===== config.mk =====
export PLATFORM = sky130hd
export DESIGN_NAME = rr_arbiter
export DESIGN_NICKNAME = d
export VERILOG_FILES = /design/src/rtl/arb_pkg.sv /design/src/rtl/rr_pick.sv /design/src/rtl/rr_arbiter.sv
export SDC_FILE = /design/constraint.sdc
export NUM_CORES = 1
export LEC_CHECK = 0
export ABC_AREA = 1
export BUFFER_PORTS_ARGS = -buffer_cell sky130_fd_sc_hd__buf_2
export CAP_MARGIN = 0
export CORE_MARGIN = 2
export CORE_UTILIZATION = 35
export CTS_BUF_LIST = sky130_fd_sc_hd__clkbuf_4
export DETAILED_ROUTE_END_ITERATION = 16
export PLACE_DENSITY = 0.51
export SYNTH_ARGS = -nofsm -noshare
export SYNTH_HDL_FRONTEND = slang
export SYNTH_SLANG_ARGS = --single-unit

===== constraint.sdc =====
create_clock -name clk -period 1.67 [get_ports clk]
set_input_delay 0.334 -clock clk [delete_from_list [all_inputs] [get_ports clk]]
set_output_delay 0.334 -clock clk [all_outputs]
set_load 0.02 [all_outputs]

===== src/rtl/arb_pkg.sv =====
// Shared types and helpers for the round-robin arbiter family.
// Latency: none (declarations only).
// Backpressure: not applicable.
package arb_pkg;

    // Arbiter ownership state.
    typedef enum logic [0:0] {
        IDLE  = 1'b0,
        OWNED = 1'b1
    } arb_state_e;

    // Default number of requesters.
    localparam int ARB_N_DEF        = 4;
    // Default hold limit; 0 means no limit.
    localparam int ARB_MAX_HOLD_DEF = 0;

    // Advance a pointer by one with an explicit wrap, so that N does not
    // need to be a power of two.
    function automatic int unsigned wrap_inc(input int unsigned v, input int unsigned n);
        return (v == n - 1) ? 0 : v + 1;
    endfunction

    // Position 'off' steps after 'base' in a ring of n entries.
    // Both inputs are expected to be below n.
    function automatic int unsigned rot_index(input int unsigned base, input int unsigned off,
                                              input int unsigned n);
        int unsigned s;
        s = base + off;
        return (s >= n) ? s - n : s;
    endfunction

endpackage


===== src/rtl/rr_pick.sv =====
// Rotating-priority picker: first asserted request at or after ptr, wrapping.
// Latency: purely combinational, zero cycles.
// Backpressure: none; the caller decides whether to act on the pick.
module rr_pick
    import arb_pkg::*;
#(
    parameter int N   = ARB_N_DEF,
    parameter int IDW = $clog2(N)
) (
    input  logic [N-1:0]   req,
    input  logic [IDW-1:0] ptr,
    output logic           any,
    output logic [IDW-1:0] idx
);

    logic [IDW-1:0] cand;

    // Scan from the farthest offset back to ptr so the closest asserted
    // request after ptr is the last (winning) assignment.
    always_comb begin
        any  = |req;
        idx  = '0;
        cand = '0;
        for (int k = N - 1; k >= 0; k--) begin
            cand = IDW'(rot_index(32'(ptr), unsigned'(k), N));
            if (req[cand]) begin
                idx = cand;
            end
        end
    end

endmodule


===== src/rtl/rr_arbiter.sv =====
// Round-robin arbiter with registered one-hot grant held until release or hold-limit revoke.
// Latency: request to grant 1 cycle; release/revoke drops grant on the same edge.
// Backpressure: other requesters wait while owned; one idle cycle always separates two grants.
module rr_arbiter
    import arb_pkg::*;
#(
    parameter int N        = ARB_N_DEF,
    parameter int MAX_HOLD = ARB_MAX_HOLD_DEF,
    parameter int IDW      = $clog2(N)
) (
    input  logic           clk,
    input  logic           rst_n,
    input  logic [N-1:0]   req,
    output logic [N-1:0]   grant,
    output logic           grant_valid,
    output logic [IDW-1:0] grant_id,
    output logic           preempt
);

    arb_state_e     state;
    logic [IDW-1:0] ptr;
    logic           pick_any;
    logic [IDW-1:0] pick_idx;
    logic           owner_req;
    logic           hold_expired;
    logic [N-1:0]   pick_onehot;

    rr_pick #(
        .N   (N),
        .IDW (IDW)
    ) u_pick (
        .req (req),
        .ptr (ptr),
        .any (pick_any),
        .idx (pick_idx)
    );

    // grant_id is kept at 0 while free, so this read is only meaningful in OWNED.
    assign owner_req   = req[grant_id];
    assign grant_valid = |grant;
    assign pick_onehot = {{(N-1){1'b0}}, 1'b1} << pick_idx;

    // Hold counter exists only when a limit is configured.
    generate
        if (MAX_HOLD > 0) begin : g_hold
            localparam int CW = $clog2(MAX_HOLD + 1);
            logic [CW-1:0] hold_cnt;

            // Count owned cycles starting at 1 on the granting edge, saturating at the limit.
            always_ff @(posedge clk) begin
                if (!rst_n) begin
                    hold_cnt <= '0;
                end else if (state == IDLE) begin
                    hold_cnt <= pick_any ? CW'(1) : '0;
                end else if (hold_cnt != CW'(MAX_HOLD)) begin
                    hold_cnt <= hold_cnt + CW'(1);
                end
            end

            assign hold_expired = (hold_cnt == CW'(MAX_HOLD));
        end else begin : g_no_hold
            assign hold_expired = 1'b0;
        end
    endgenerate

    // Ownership FSM with grant, owner id, rotation pointer and preempt pulse registers.
    always_ff @(posedge clk) begin
        if (!rst_n) begin
            state    <= IDLE;
            grant    <= '0;
            grant_id <= '0;
            ptr      <= '0;
            preempt  <= 1'b0;
        end else begin
            preempt <= 1'b0;
            case (state)
                IDLE: begin
                    if (pick_any) begin
                        grant    <= pick_onehot;
                        grant_id <= pick_idx;
                        state    <= OWNED;
                    end
                end
                OWNED: begin
                    // Owner let go, or held too long: free the resource and make
                    // the old owner the lowest priority. A revoke is reported only
                    // when the owner still wanted the resource.
                    if (!owner_req || hold_expired) begin
                        grant    <= '0;
                        grant_id <= '0;
                        ptr      <= IDW'(wrap_inc(32'(grant_id), N));
                        preempt  <= owner_req;
                        state    <= IDLE;
                    end
                end
                default: begin
                    state <= IDLE;
                end
            endcase
        end
    end

    // At most one owner at a time.
    a_onehot: assert property (@(posedge clk) $onehot0(grant));
    // A revoke cycle never shows a grant.
    a_preempt_free: assert property (@(posedge clk) preempt |-> !grant_valid);

endmodule


==> impl_results.md, run 1 <==
* Outcome: completed
* Reg2reg start: ptr[0]
* CTS sink cnt at 9
* Post-route minimum period at 1.60 ns
* Die Span X at 47.2 um
* Fmax at 625 MHz
* Clock buffer depth at 2
* P&R area growth vs syn at 14.5%
* Most frequent cell after synthesis: nand2_1
* Ys flop type: dfxtp_1
* Placed Area at 719 um2
* Fin. max-slew vios at 0
* Die Y at roughly 47 um
* Global-route wire length before repair at between 2000 and 2500 um
* Critical path's slowest cell: or4_1
* PortBufs at 12
* TNS Setup at 0 ns
* Post-synthesis xor/xnor area fraction at 0%
* Die area at 0.00223 mm2
* Kind of end point of the critical path: output port
* Largest cells by area after synthesis: dfxtp_1 (28%), a21oi_1 (9.2%), nand3_1 (9.2%)
* DRC at 0
* Mux cell area share after synthesis at 0%
* Core Rows at 15
* #FFs+latches synth at 9
* Setup bufs post-CTS at 0
* Setup-failing EPs final at 0
* Gr usage total at 15.4%
* Starting DRC count in detailed routing at 11
* Worst setup SP type: flop
* H-Tree Level Count at 1
* Total CTS buffers at 3
* Post-synthesis adder-cell area fraction at under 10%
* Area of the multi-input gates at between 300 and 400 um2
* Drt wl/cell at 9.80 um
* Worst Path Arrival at 1.27 ns
* Core box area at between 0.0015 and 0.002 mm2
* Nets at about 120
* Diode count at 0
* Worst skew pair latency at 0.27 ns
* Post-synth EDFFs at 0
* First-pass DRT Iterations at 2
* RD Place Congestion at around 0.72
* Initial Util at a little under two fifths
* Worst hold slack at 0.342 ns
* Initial antenna violation count at 0
* DP HPWL at 1020 um
* Period utilisation layout at 95.9%
* Ys async rst share at 0%
* Kind of critical path: reg -> out
* Req. time, crit path at 1.34 ns
* Max Cap Viol at 0
* Max FO, Critical Path at 3
* Gr ovfl total at 0
* Reg2reg path depth at 10
* Hold Buf Count CTS at 0
* Reg2reg end: grant[3]
* Hold Path Cell Cnt at 3
* Final wirelength at approximately 1300 um
* Vias after detailed routing at approximately 620
* Synth top area share at 27.5%
* Syn_nets at just over 100
* CP max stage delay at 0.51 ns
* Post-synthesis cell type count at 22
* Design area at 749 um2
* Crit path max-delay family: simple AND/OR/NAND/NOR gates
* Count of filler cells inserted in the layout at 202
* Min-delay worst type: in -> reg
* Synthesized area at approximately 650 um2
* Power consumption at 0.862 mW
* Worst min-delay path endpoint: ptr[1]
* Crit path buffers/inverters at 1
* Cts repair resizes at 0
* Worst VDD drop at 0.701 mV
* CTS clk-pin slew, worst paths at around 0.060 ns
* Vias in the first global route at 549
* Final hold violations at 0
* Post-Synth Simple-Gate Area at 43.2%
* RSZ-0062 raised after global routing: no
* Worst path cell trace: or4_1 > buf_2
* Static Leak at 0.371 nW
* Syn Area/Cell at 6.89 um2
* TritonCTS clock tree: done
* Reg area at around 180 um2
* Post-DRT Antenna Nets at 0
* Synth Area in Compound Gates at 14.9%
* Cell taking the most area after synthesis: dfxtp_1
* Via density at around 4.7
* Post-synthesis cell count at 95
* Skew final at 0.00166 ns
* CTS root buf: clkbuf_4
* PwrDens at 1150 mW/mm2
* Largest net degree at the start of global routing at 11
* Yosys warns at 0
* Sequential element share of the synthesized area at 27.5%
* IO Pins at 14
* Share of cells above drive strength 1 at 35.2%
* HP Start: rst_n
* Synth cell count leaders: nand2_1 (14), a21oi_1 (12), inv_1 (12), nand3_1 (12), dfxtp_1 (9)
* Largest family of logic cells by synthesized area: simple AND/OR/NAND/NOR gates
* R2R Setup Slk at 0.24 ns
## worst reg2reg max path: stages (launching register included)
cell and delay, ns:
dfxtp_1 0.54, inv_4 0.09, nand2_2 0.09, nand3_2 0.07
nand2_1 0.08, nand3_2 0.09, nand2_2 0.07, nand2_2 0.06
nand2_2 0.09, nand3_1 0.07, a21oi_1 0.12
## how the worst max path moves through the flow
| stage | from | endpoint | slack, ns | cells after the start |
|---|---|---|---|---|
| after floorplan | grant[3] | grant_valid | 0.32 | 1 |
| after global placement | ptr[0] | grant[1] | 0.23 | 8 |
| after detailed placement | ptr[0] | grant[1] | 0.23 | 10 |
| after CTS | grant[3] | grant_valid | 0.06 | 2 |
| after global routing | ptr[0] | grant[3] | 0.009 | 10 |
| final | grant[3] | grant_valid | 0.07 | 2 |
## report_power, final
part | switching (mW) | internal [mW]
Combinational | 0.237 | 0.136
Clock | 0.0806 | 0.109
Sequential | 0.0496 | 0.250
Total | 0.367 | 0.495
## registers in the layout (all words and copies together) (netlist names)
name      flops
ptr           2
grant         4
grant_id      2
state         1
## cell usage in the layout (no fill, tap or decap)
master | netlist | routed
o21ai_0 | 2 | 2
nand4_1 | 2 | 2
nand3_2 | 5 | 5
conb_1 | 1 | 1
nor2_1 | 2 | 2
nand2_1 | 14 | 14
o21ai_2 | 1 | 1
clkbuf_4 | 0 | 4
or4_1 | 1 | 1
buf_2 | 0 | 12
nand3_1 | 12 | 12
ha_1 | 1 | 1
a21oi_2 | 1 | 1
o21ai_1 | 2 | 2
nand2_2 | 8 | 8
nor2_2 | 4 | 4
a21oi_1 | 12 | 12
nand2_4 | 1 | 1
inv_4 | 1 | 1
dfxtp_1 | 9 | 9
inv_1 | 12 | 12
or2_2 | 1 | 1
## layer usage
layer | vias up | track usage, % | share of wire, %
met4 | 0 | 3.33 | 0.46
li1 | 338 | - | -
met1 | 275 | 20.3 | 50
met2 | 8 | 23.2 | 45
met5 | - | 0 | 0
met3 | 2 | 6.92 | 4.4
## layout make-up
cell class,instances,area share (%)
repair buffers,12,8.01
clock buffers,4,4.01
flip-flops and latches,9,24.0
multi-input cells,70,52.9
inverters,13,6.84
well taps,25,4.17
## per-stage QoR
step                worst slack, ns  instances  util, %
floorplan                     0.323         95        -
global placement              0.232        129     41.2
detailed placement            0.231        129     41.2
CTS                          0.0621        133     42.9
global route                0.00855        133     42.9
finish                       0.0691        133     42.9
## cell families after synthesis
kind of cell / count (synthesis)
DFF: 9
other: 1
and+or+nand+nor: 50
buffers and inverters: 16
adders and majority gates: 1
AOI/OAI and AO/OA: 18
Power figures use the tool's default switching activity.
==> run 2, diff against run 1 <==
Settings changed: CORE_ASPECT_RATIO set to 0.9.
Clock period 1.67 ns to 1.6 ns, I/O delays scaled along.
==> run 2 against run 1 <==
Final area increased by 1.7%. Die area about the same. Register-to-register slack about the same. Total power increased by 7.4%. Cell count decreased by 0.75%. Via count increased by 1.1%. Global-route usage decreased by 1.4 points. Wire length increased by 0.69%. Hold slack got worse by 0.013 ns. Sequential share of layout area increased by 0.098 points. Combinational power increased by 12%. Flip-flop and latch count unchanged. Largest power group unchanged.
==> impl_results.md, run 2 (synthesized netlist as in run 1, its figures left out) <==
* Drt wl/cell at 9.95 um
* Fraction of power spent switching nets at 41.4%
* RSZ-0062 raised after global routing: yes
* Biggest registers after layout: grant x4, grant_id x2, ptr x2
* Worst path cell trace: or4_4 > buf_6
* Vias after detailed routing at 630
* Worst path depth at 2
* Final Worst Setup Slack at 0.0341 ns
* Critical path's slowest cell: or4_4
* Most common cell after layout, fill and taps aside: nand2_1
* Gr usage total at 14.1%
* CTS sink cnt at 9
* CTS root buf: clkbuf_4
* Clock Power Share at 20.6%
* Kind of end point of the critical path: output port
* TritonCTS clock tree: done
* Placed Cells at 128
* Min-delay worst type: in -> reg
* DRC at 0
* Setup-failing EPs final at 0
* Initial antenna violation count at 0
* Share of cells above drive strength 1 at 38.9%
* Final wirelength at 1310 um
* Crit path max-delay family: simple AND/OR/NAND/NOR gates
* Gr ovfl total at 0
* Req. time, crit path at 1.28 ns
* Worst hold slack at 0.330 ns
* Core box area at 0.00172 mm2
* HP Start: rst_n
* CP max stage delay at ~0.52 ns
* Switching power of the nets at 0.383 mW
* Total CTS buffers at 3
* H-Tree Level Count at 1
* Design area at 762 um2
* Clock buffer depth at 2
* Max Cap Viol at 0
* Hold Buf Count CTS at 0
* Final hold violations at 0
* Crit path buffers/inverters at 1
* Vias in the first global route at 541
* Reg2reg end: ptr[1]
* Kind of critical path: reg -> out
* CTS clk-pin slew, worst paths at 0.06 ns
* Non-Filler Instances at 132
* Post-route minimum period at 1.57 ns
* Hold Path Cell Cnt at 3
* PwrDens at 1210 mW/mm2
* Max reg flops at 4
* Period utilisation layout at 97.9%
* Reg2reg path depth at 5
* Nets at 116
* Commonest non-fill, non-tap cells in the layout: nand2_1 (14), inv_1 (12), nand3_1 (12), a21oi_1 (12), buf_2 (11)
* Logic gate share of total power at 45.1%
* Skew final at between 0.004 and 0.005 ns
* Fin. max-slew vios at 0
* Reg with most FFs: grant
* Reg2reg start: grant_id[0]
* Core Rows at 14
* Starting DRC count in detailed routing at 13
* P_int at ~0.54 mW
* RD Place Congestion at 0.751
* Outcome: completed
* IO Pins at 14
* Placed Area at 718 um2
* Static Leak at 0.374 nW
* Largest net degree at the start of global routing at 11
* Count of filler cells inserted in the layout at 203
* Die area at 0.00223 mm2
* Max FO, Critical Path at 3
* Worst VDD drop at 0.567 mV
* R2R Setup Slk at 0.25 ns
* PortBufs at 12
* Initial Util at 38.1%
* P&R area growth vs syn at 16.4%
* Global-route wire length before repair at 2390 um
* Post-DRT Antenna Nets at 0
* Fmax at 639 MHz
* Die Y at between 40 and 50 um
* Worst min-delay path endpoint: ptr[0]
* TNS Setup at 0 ns
* Pre-CTS setup slack at 0.159 ns
* Worst setup SP type: flop
* Die Span X at 49.6 um
* Diode count at 0
* Worst skew pair latency at approximately 0.26 ns
* DP HPWL at around 1100 um
* Worst Path Arrival at 1.25 ns
* First-pass DRT Iterations at 4
* Flop pwr share at approximately 34%
* Via density at 4.77
==> run 2: cell counts in the layout (fill, tap and decap cells not counted) <==
No cell type changed its count.
==> run 2: routing by layer <==
layer	GRT usage (%)	up-vias	part of all wire, %
li1	-	339	-
met5	0	-	0
met3	4.97	0	2.7
met1	20.7	283	56
met2	19.5	8	42
met4	3.33	0	0
==> run 2: cell type report <==
cell class | count | area, um2 | area share (%)
Multi-Input combinational cell | 70 | 400 | 52.5
Sequential cell | 9 | 184 | 24.1
Timing Repair Buffer | 12 | 66.3 | 8.70
Inverter | 13 | 51.3 | 6.73
Clock buffer | 4 | 30.0 | 3.94
Tap cell | 24 | 30.0 | 3.94
==> run 2: through the flow <==
stage	total power, mW	util [%]
floorplan	0.634	-
global placement	0.707	41.8
detailed placement	0.712	41.8
CTS	0.907	43.6
global route	1.01	44.4
finish	0.925	44.4
==> run 2: timing repair <==
| item | CTS | global route |
|---|---|---|
| buffers inserted | 0 | 0 |
| resized for setup | 0 | 6 |
| setup endpoints to repair | 0 | 4 |
==> run 2: worst max path at each step <==
stage / start / end / slack, ns
after floorplan: grant[3] / grant_valid / 0.27
after global placement: ptr[0] / grant[3] / 0.16
after detailed placement: ptr[0] / grant[1] / 0.16
after CTS: grant[3] / grant_valid / 0.01
after global routing: grant[1] / grant_valid / 0.001
final: grant[1] / grant_valid / 0.03
==> run 2: power groups by stage <==
stage | clock, mW | combinational [mW] | sequential (mW)
after global placement | 0 | 0.389 | 0.319
after detailed placement | 0 | 0.393 | 0.319
after floorplan | 0 | 0.312 | 0.322
after CTS | 0.199 | 0.394 | 0.313
after global routing | 0.211 | 0.472 | 0.324
final | 0.190 | 0.418 | 0.317
==> run 2: worst min-delay path: stages <==
cell and delay [ns]:
buf_2 0.12, o21ai_1 0.07, a21oi_1 0.04
